### config.mk
export PLATFORM = sky130hd
export DESIGN_NAME = ps2_key_event_decoder
export DESIGN_NICKNAME = d
export VERILOG_FILES = /design/src/rtl/ps2_key_event_decoder_pkg.sv /design/src/rtl/key_event_fifo.sv /design/src/rtl/ps2_key_event_decoder.sv
export SDC_FILE = /design/constraint.sdc
export NUM_CORES = 1
export LEC_CHECK = 0
export CAP_MARGIN = 20
export CORE_MARGIN = 3
export CORE_UTILIZATION = 50
export DETAILED_ROUTE_END_ITERATION = 10
export DONT_BUFFER_PORTS = 1
export HOLD_SLACK_MARGIN = 0.08
export SYNTH_ARGS = -nofsm -noshare
export SYNTH_HDL_FRONTEND = slang
export SYNTH_HIERARCHICAL = 1
export SYNTH_SLANG_ARGS = --single-unit
export TNS_END_PERCENT = 50
### constraint.sdc
create_clock -name CLOCK_50 -period 7.5 [get_ports CLOCK_50]
set_input_delay 0.75 -clock CLOCK_50 [delete_from_list [all_inputs] [get_ports CLOCK_50]]
set_output_delay 0.75 -clock CLOCK_50 [all_outputs]
set_load 0.01 [all_outputs]
### src/rtl/ps2_key_event_decoder_pkg.sv
// Shared definitions for the PS/2 key event decoder: key indices, scan-code
// prefixes, event record layout and the scan-code-to-key lookup table.
package ps2_key_event_decoder_pkg;

    localparam int NUMBEROFKEYBOARDINPUTS = 29;

    localparam logic [7:0] SC_BREAK = 8'hF0;
    localparam logic [7:0] SC_EXT   = 8'hE0;

    localparam logic [4:0] KEY_TILDE = 5'd0,  KEY_1 = 5'd1,  KEY_2 = 5'd2,  KEY_3 = 5'd3;
    localparam logic [4:0] KEY_4     = 5'd4,  KEY_5 = 5'd5,  KEY_6 = 5'd6,  KEY_7 = 5'd7;
    localparam logic [4:0] KEY_8     = 5'd8,  KEY_9 = 5'd9,  KEY_0 = 5'd10, KEY_MINUS = 5'd11;
    localparam logic [4:0] KEY_EQUAL = 5'd12, KEY_BKSP = 5'd13, KEY_TAB = 5'd14;
    localparam logic [4:0] KEY_Q     = 5'd15, KEY_W = 5'd16, KEY_E = 5'd17, KEY_R = 5'd18;
    localparam logic [4:0] KEY_T     = 5'd19, KEY_Y = 5'd20, KEY_U = 5'd21, KEY_I = 5'd22;
    localparam logic [4:0] KEY_O     = 5'd23, KEY_P = 5'd24, KEY_LBRACKET = 5'd25;
    localparam logic [4:0] KEY_RBRACKET = 5'd26, KEY_BACKSLASH = 5'd27, KEY_SPACE = 5'd28;

    // One queued key event: which key, and whether it went down or up.
    typedef struct packed {
        logic [4:0] key;
        logic       press;
    } key_event_t;

    typedef struct packed {
        logic       hit;
        logic [4:0] idx;
    } key_lookup_t;

    // Set-2 scan code to key index; hit=0 for codes outside the mapped set.
    function automatic key_lookup_t scan_to_key(input logic [7:0] code);
        key_lookup_t r;
        r.hit = 1'b1;
        r.idx = KEY_TILDE;
        case (code)
            8'h0E: r.idx = KEY_TILDE;
            8'h16: r.idx = KEY_1;
            8'h1E: r.idx = KEY_2;
            8'h26: r.idx = KEY_3;
            8'h25: r.idx = KEY_4;
            8'h2E: r.idx = KEY_5;
            8'h36: r.idx = KEY_6;
            8'h3D: r.idx = KEY_7;
            8'h3E: r.idx = KEY_8;
            8'h46: r.idx = KEY_9;
            8'h45: r.idx = KEY_0;
            8'h4E: r.idx = KEY_MINUS;
            8'h55: r.idx = KEY_EQUAL;
            8'h66: r.idx = KEY_BKSP;
            8'h0D: r.idx = KEY_TAB;
            8'h15: r.idx = KEY_Q;
            8'h1D: r.idx = KEY_W;
            8'h24: r.idx = KEY_E;
            8'h2D: r.idx = KEY_R;
            8'h2C: r.idx = KEY_T;
            8'h35: r.idx = KEY_Y;
            8'h3C: r.idx = KEY_U;
            8'h43: r.idx = KEY_I;
            8'h44: r.idx = KEY_O;
            8'h4D: r.idx = KEY_P;
            8'h54: r.idx = KEY_LBRACKET;
            8'h5B: r.idx = KEY_RBRACKET;
            8'h5D: r.idx = KEY_BACKSLASH;
            8'h29: r.idx = KEY_SPACE;
            default: begin
                r.hit = 1'b0;
                r.idx = 5'd0;
            end
        endcase
        return r;
    endfunction

endpackage

### src/rtl/key_event_fifo.sv
// Small synchronous FIFO for key events. The head entry is presented from a
// register so the consumer sees a stable value while it stalls.
module key_event_fifo #(
    parameter int WIDTH = 6,
    parameter int DEPTH = 4
) (
    input  logic             clk,
    input  logic             resetn,
    input  logic             push,
    input  logic [WIDTH-1:0] din,
    output logic             full,
    input  logic             pop,
    output logic             empty,
    output logic [WIDTH-1:0] dout
);

    localparam int AW = (DEPTH > 1) ? $clog2(DEPTH) : 1;

    // Extra MSB on each pointer tells full (MSBs differ) from empty (equal).
    logic [AW:0]      wr_ptr, rd_ptr, rd_next;
    logic [WIDTH-1:0] mem [DEPTH];
    logic             push_ok, pop_ok;

    assign empty   = (wr_ptr == rd_ptr);
    assign full    = (wr_ptr[AW] != rd_ptr[AW]) && (wr_ptr[AW-1:0] == rd_ptr[AW-1:0]);
    assign pop_ok  = pop && !empty;
    // A pop in the same cycle frees the slot, so a full FIFO still accepts.
    assign push_ok = push && (!full || pop_ok);
    assign rd_next = rd_ptr + (AW+1)'(pop_ok);

    // Storage write; contents need no reset since pointers define validity.
    always_ff @(posedge clk) begin
        if (push_ok)
            mem[wr_ptr[AW-1:0]] <= din;
    end

    // Pointer update; both wrap naturally modulo 2*DEPTH.
    always_ff @(posedge clk) begin
        if (!resetn) begin
            wr_ptr <= '0;
            rd_ptr <= '0;
        end else begin
            wr_ptr <= wr_ptr + (AW+1)'(push_ok);
            rd_ptr <= rd_next;
        end
    end

    // Registered head: take the incoming word when it becomes the head,
    // otherwise the stored entry at the next read position.
    always_ff @(posedge clk) begin
        if (!resetn)
            dout <= '0;
        else if (rd_next == wr_ptr) begin
            if (push_ok)
                dout <= din;
        end else
            dout <= mem[rd_next[AW-1:0]];
    end

endmodule

### src/rtl/ps2_key_event_decoder.sv
// Decodes PS/2 set-2 scan-code bytes into per-key held levels and a queue of
// press/release events. Extended (E0-prefixed) keys are consumed but ignored.
module ps2_key_event_decoder
    import ps2_key_event_decoder_pkg::*;
#(
    parameter int FIFO_DEPTH = 4,
    parameter int NUM_KEYS   = NUMBEROFKEYBOARDINPUTS
) (
    input  logic                CLOCK_50,
    input  logic                resetn,
    input  logic [7:0]          rx_data,
    input  logic                rx_valid,
    output logic [NUM_KEYS-1:0] key_state,
    output logic                release_pulse,
    output logic                evt_valid,
    output logic [4:0]          evt_key,
    output logic                evt_press,
    input  logic                evt_ready,
    output logic                evt_overflow
);

    typedef enum logic [1:0] {
        IDLE    = 2'd0,
        BRK     = 2'd1,
        EXT     = 2'd2,
        EXT_BRK = 2'd3
    } state_t;

    state_t      state, state_next;
    logic        make_byte, break_byte;
    key_lookup_t lookup;
    logic        key_hit, key_was_held;
    logic        evt_push, evt_pop, fifo_full, fifo_empty;
    key_event_t  evt_in, evt_head;

    assign lookup       = scan_to_key(rx_data);
    assign key_hit      = lookup.hit && (32'(lookup.idx) < NUM_KEYS);
    assign key_was_held = key_hit && key_state[lookup.idx];

    // An event is queued only on a real level change, so typematic repeats
    // and breaks of keys that were never seen down stay silent.
    assign evt_push     = key_hit && ((make_byte && !key_was_held) || (break_byte && key_was_held));
    assign evt_in.key   = lookup.idx;
    assign evt_in.press = make_byte;
    assign evt_pop      = evt_valid && evt_ready;
    assign evt_valid    = !fifo_empty;
    assign evt_key      = evt_head.key;
    assign evt_press    = evt_head.press;

    // Prefix state register.
    always_ff @(posedge CLOCK_50) begin
        if (!resetn)
            state <= IDLE;
        else
            state <= state_next;
    end

    // Prefix tracking; only advances on received bytes.
    always_comb begin
        state_next = state;
        if (rx_valid) begin
            case (state)
                IDLE: begin
                    if (rx_data == SC_BREAK)
                        state_next = BRK;
                    else if (rx_data == SC_EXT)
                        state_next = EXT;
                end
                BRK:     state_next = IDLE;
                EXT:     state_next = (rx_data == SC_BREAK) ? EXT_BRK : IDLE;
                EXT_BRK: state_next = IDLE;
                default: state_next = IDLE;
            endcase
        end
    end

    // Classify the current byte as a make or break code for a standard key.
    always_comb begin
        release_pulse = (state == BRK);
        make_byte     = 1'b0;
        break_byte    = 1'b0;
        if (rx_valid) begin
            case (state)
                IDLE:    make_byte  = (rx_data != SC_BREAK) && (rx_data != SC_EXT);
                BRK:     break_byte = 1'b1;
                default: ;
            endcase
        end
    end

    // Held-key levels follow every mapped make/break, even if the event drops.
    always_ff @(posedge CLOCK_50) begin
        if (!resetn)
            key_state <= '0;
        else if (key_hit && make_byte)
            key_state[lookup.idx] <= 1'b1;
        else if (key_hit && break_byte)
            key_state[lookup.idx] <= 1'b0;
    end

    // Sticky flag for an event lost to a full queue with no pop to make room.
    always_ff @(posedge CLOCK_50) begin
        if (!resetn)
            evt_overflow <= 1'b0;
        else if (evt_push && fifo_full && !evt_pop)
            evt_overflow <= 1'b1;
    end

    key_event_fifo #(
        .WIDTH ($bits(key_event_t)),
        .DEPTH (FIFO_DEPTH)
    ) u_fifo (
        .clk    (CLOCK_50),
        .resetn (resetn),
        .push   (evt_push),
        .din    (evt_in),
        .full   (fifo_full),
        .pop    (evt_pop),
        .empty  (fifo_empty),
        .dout   (evt_head)
    );

endmodule

==> results.sh <==
export IMPL_status="completed"
export IMPL_finClkSkew_ps=8.62
export IMPL_groute_usage_overall_pct=22.5
export IMPL_min_period_ps=4250
export IMPL_viasPerCell=6.16
export IMPL_synth_xor_area_share_pct=2.29
export IMPL_grt_max_degree=46
export IMPL_tns_ps=0
export IMPL_synth_mux_area_share_pct=13.1
export IMPL_yosysSeqAreaShare_pct=39.1
export IMPL_yosys_top_cells_count="nand2_1, dfxtp_1, mux2i_1"
export IMPL_synthArstFlopShare_pct=0
export IMPL_post_synth_top_count_cell="nand2_1"
export IMPL_worstPathCellList="and3b_1 -> a21oi_1 -> o221ai_4 -> nor3_4 -> mux2_4 -> a2111oi_4 -> o2111ai_1 -> mux2_4 -> inv_1 -> a21o_4 -> nor3b_1"
export IMPL_core_um2=7850
export IMPL_crit_fanout=17
export IMPL_slowest_delay_ps=730
export IMPL_die_w_um=96.5
export IMPL_cp_top_family="simple AND/OR/NAND/NOR gates"
export IMPL_critical_path_buf_inv_count=1
export IMPL_utilization_pct=55.4
export IMPL_synth_top_family_by_area="simple AND/OR/NAND/NOR gates"
export IMPL_synthSimpleGateAreaFrac_pct=26.1
export IMPL_dieArea_um2=9320
export IMPL_hold_viol_final=0
export IMPL_die_h_um=96.5
export IMPL_cts_setup_buffers=0
export IMPL_synth_flop_cell="dfxtp_1"
export IMPL_finalMaxSlewViolations=0
export IMPL_drive_above_1_share_pct=10.0
export IMPL_area_delta_synth_final_pct=6.11
export IMPL_wirelength_um=10100
export IMPL_cts_resized=0
export IMPL_synth_top_area_share_pct=21.5
export IMPL_slew_headroom_pct=41.9
export IMPL_antenna_found_initial=0
export IMPL_maxCapViolations=0
export IMPL_clk_latency_ps=330
export IMPL_yosysWarningCount=6
export IMPL_cts_hold_buffers=0
export IMPL_grt_pass1_vias=3067
export IMPL_synth_net_count=434
export IMPL_pin_count=50
export IMPL_synthTopCellsByArea="dfxtp_1, edfxtp_1, mux2i_1"
export IMPL_clock_sinks=68
export IMPL_worstPathRequired_ps=7460
export IMPL_critPathCaptureType="flop"
export IMPL_antenna_cells=0
export IMPL_power_density_nw_per_um2=179
export IMPL_grt_pass1_wl_um=16000
export IMPL_wl_per_cell_um=19.7
export IMPL_cp_start_kind="primary input"
export IMPL_hp_class="primary input to flop"
export IMPL_syn_area_um2=4100
export IMPL_ys_ff_latch=68
export IMPL_cts_root_buf="clkbuf_8"
export IMPL_worst_ep_arrival_time_ps=4200
export IMPL_initial_core_util_pct=52.2
export IMPL_layout_cells_non_filler=510
export IMPL_cts_tree="done"
export IMPL_port_buffers=0
export IMPL_worst_path_most_repeated_cell="mux2_4"
export IMPL_clockBufferDepth=2
export IMPL_peakVddDrop_mv=0.113
export IMPL_place_gp_congestion=0.887
export IMPL_rows=32
export IMPL_synth_area_per_cell_um2=9.80
export IMPL_placed_cells=493
export IMPL_synthCells=418
export IMPL_h_tree_depth=3
export IMPL_via_count=3141
export IMPL_worstMarginPinSlew_ps=865
export IMPL_max_freq_ghz=0.236
export IMPL_ys_types=76
export IMPL_drc=0
export IMPL_synth_compound_area_share_pct=13.9
export IMPL_dr_pass1_iters=4
export IMPL_cts_buffers=9
export IMPL_critical_path_slowest_cell="nor3b_1"
export IMPL_ant_nets=0
export IMPL_leakage_nw=1.66
export IMPL_synth_edf_count=24
export IMPL_path_class="primary input to flop"
export IMPL_clk_pin_slew_ps=80
export IMPL_stdcell_area_um2=4350
export IMPL_hpwl_um=7360
export IMPL_drt_initial_drc_count=152
export IMPL_power_mw=0.778
export IMPL_period_share_pct=56.6
export IMPL_synth_fa_ha_area_share_pct=1.22
export IMPL_fin_nets=419
export IMPL_finalSetupViolations=0
export IMPL_synth_top_area_cell="dfxtp_1"
export IMPL_place_area_um2=4110
export IMPL_rsz0062_at_grt="false"
export IMPL_grt_overflow=0
[through the flow]
stage	setup slack, ps	hold slack (ps)
after global placement	2770	525
after global routing	2960	521
after floorplan	3430	487
after detailed placement	2900	531
after CTS	3250	520
final	3250	544
[final cells by class]
class | count | area [um2]
inverter | 9 | 46.3
clock inverter | 4 | 51.3
fill | 745 | 3500
multi-input combinational | 313 | 2320
tap | 102 | 128
clock buffer | 12 | 176
sequential | 68 | 1600
timing repair buffer | 2 | 22.5
[kinds of logic after synthesis]
| group | Yosys count |
|---|---|
| AO/OA/AOI/OAI | 70 |
| XOR/XNOR | 9 |
| adder cells (fa/ha/maj) | 4 |
| buffers and inverters | 37 |
| flip-flops | 68 |
| multiplexers | 45 |
| AND/OR/NAND/NOR | 185 |
[cell usage in the layout, fill, tap and decap left out, types with 3 or more instances in the layout]
cell,netlist,final
nand2_1,51,51
dfxtp_1,44,44
mux2i_1,37,37
nor2b_1,33,33
edfxtp_1,24,24
nand3_1,14,14
nor2_1,12,12
clkbuf_8,0,11
nand2b_1,10,10
and2_1,10,10
o21ai_0,9,9
a21oi_1,9,9
nor3_1,8,8
inv_1,8,8
nor3b_1,6,6
and3_1,6,6
a21boi_1,6,6
mux4_2,6,6
nor4_1,5,5
o31a_1,5,5
xor2_1,5,5
nand4_1,4,4
ha_1,4,4
a31oi_1,4,3
nand3b_1,3,3
a211oi_1,3,3
xnor2_1,3,3
o22ai_1,3,3
a221oi_1,3,3
[metal layers]
| layer | GRT usage, % | wire length (um) |
|---|---|---|
| met5 | 0 | 0 |
| met4 | 9.00 | 280 |
| met3 | 6.20 | 670 |
| met2 | 36.9 | 4810 |
| met1 | 28.1 | 4310 |
[worst reg2reg max path, stage by stage, from the launching register on]
cell and delay [ps]:
dfxtp_1 330, nand2b_1 190, nor3_1 140, clkbuf_4 220, inv_1 60, a31oi_2 420
buf_8 230, mux2_4 170, inv_1 40, a21o_4 210, nor3b_1 730
[final timing paths]
check / startpoint / depth (start not counted) / slack [ps] / endpoint
min reg2reg: flop / 2 / 550 / flop
min: resetn / 1 / 540 / u_fifo/rd_ptr[2]
max: rx_data[1] / 11 / 3250 / u_fifo/mem[2][2]
max reg2reg: state[1] / 10 / 4390 / u_fifo/mem[2][2]
[power breakdown]
part           internal (mW)  total [mW]  leakage, nW  switching [mW]
sequential             0.385       0.389        0.553         0.00377
clock                  0.193       0.333        0.119           0.140
combinational         0.0241      0.0554        0.993          0.0313
Note: power is estimated with default switching activity, not from simulation.
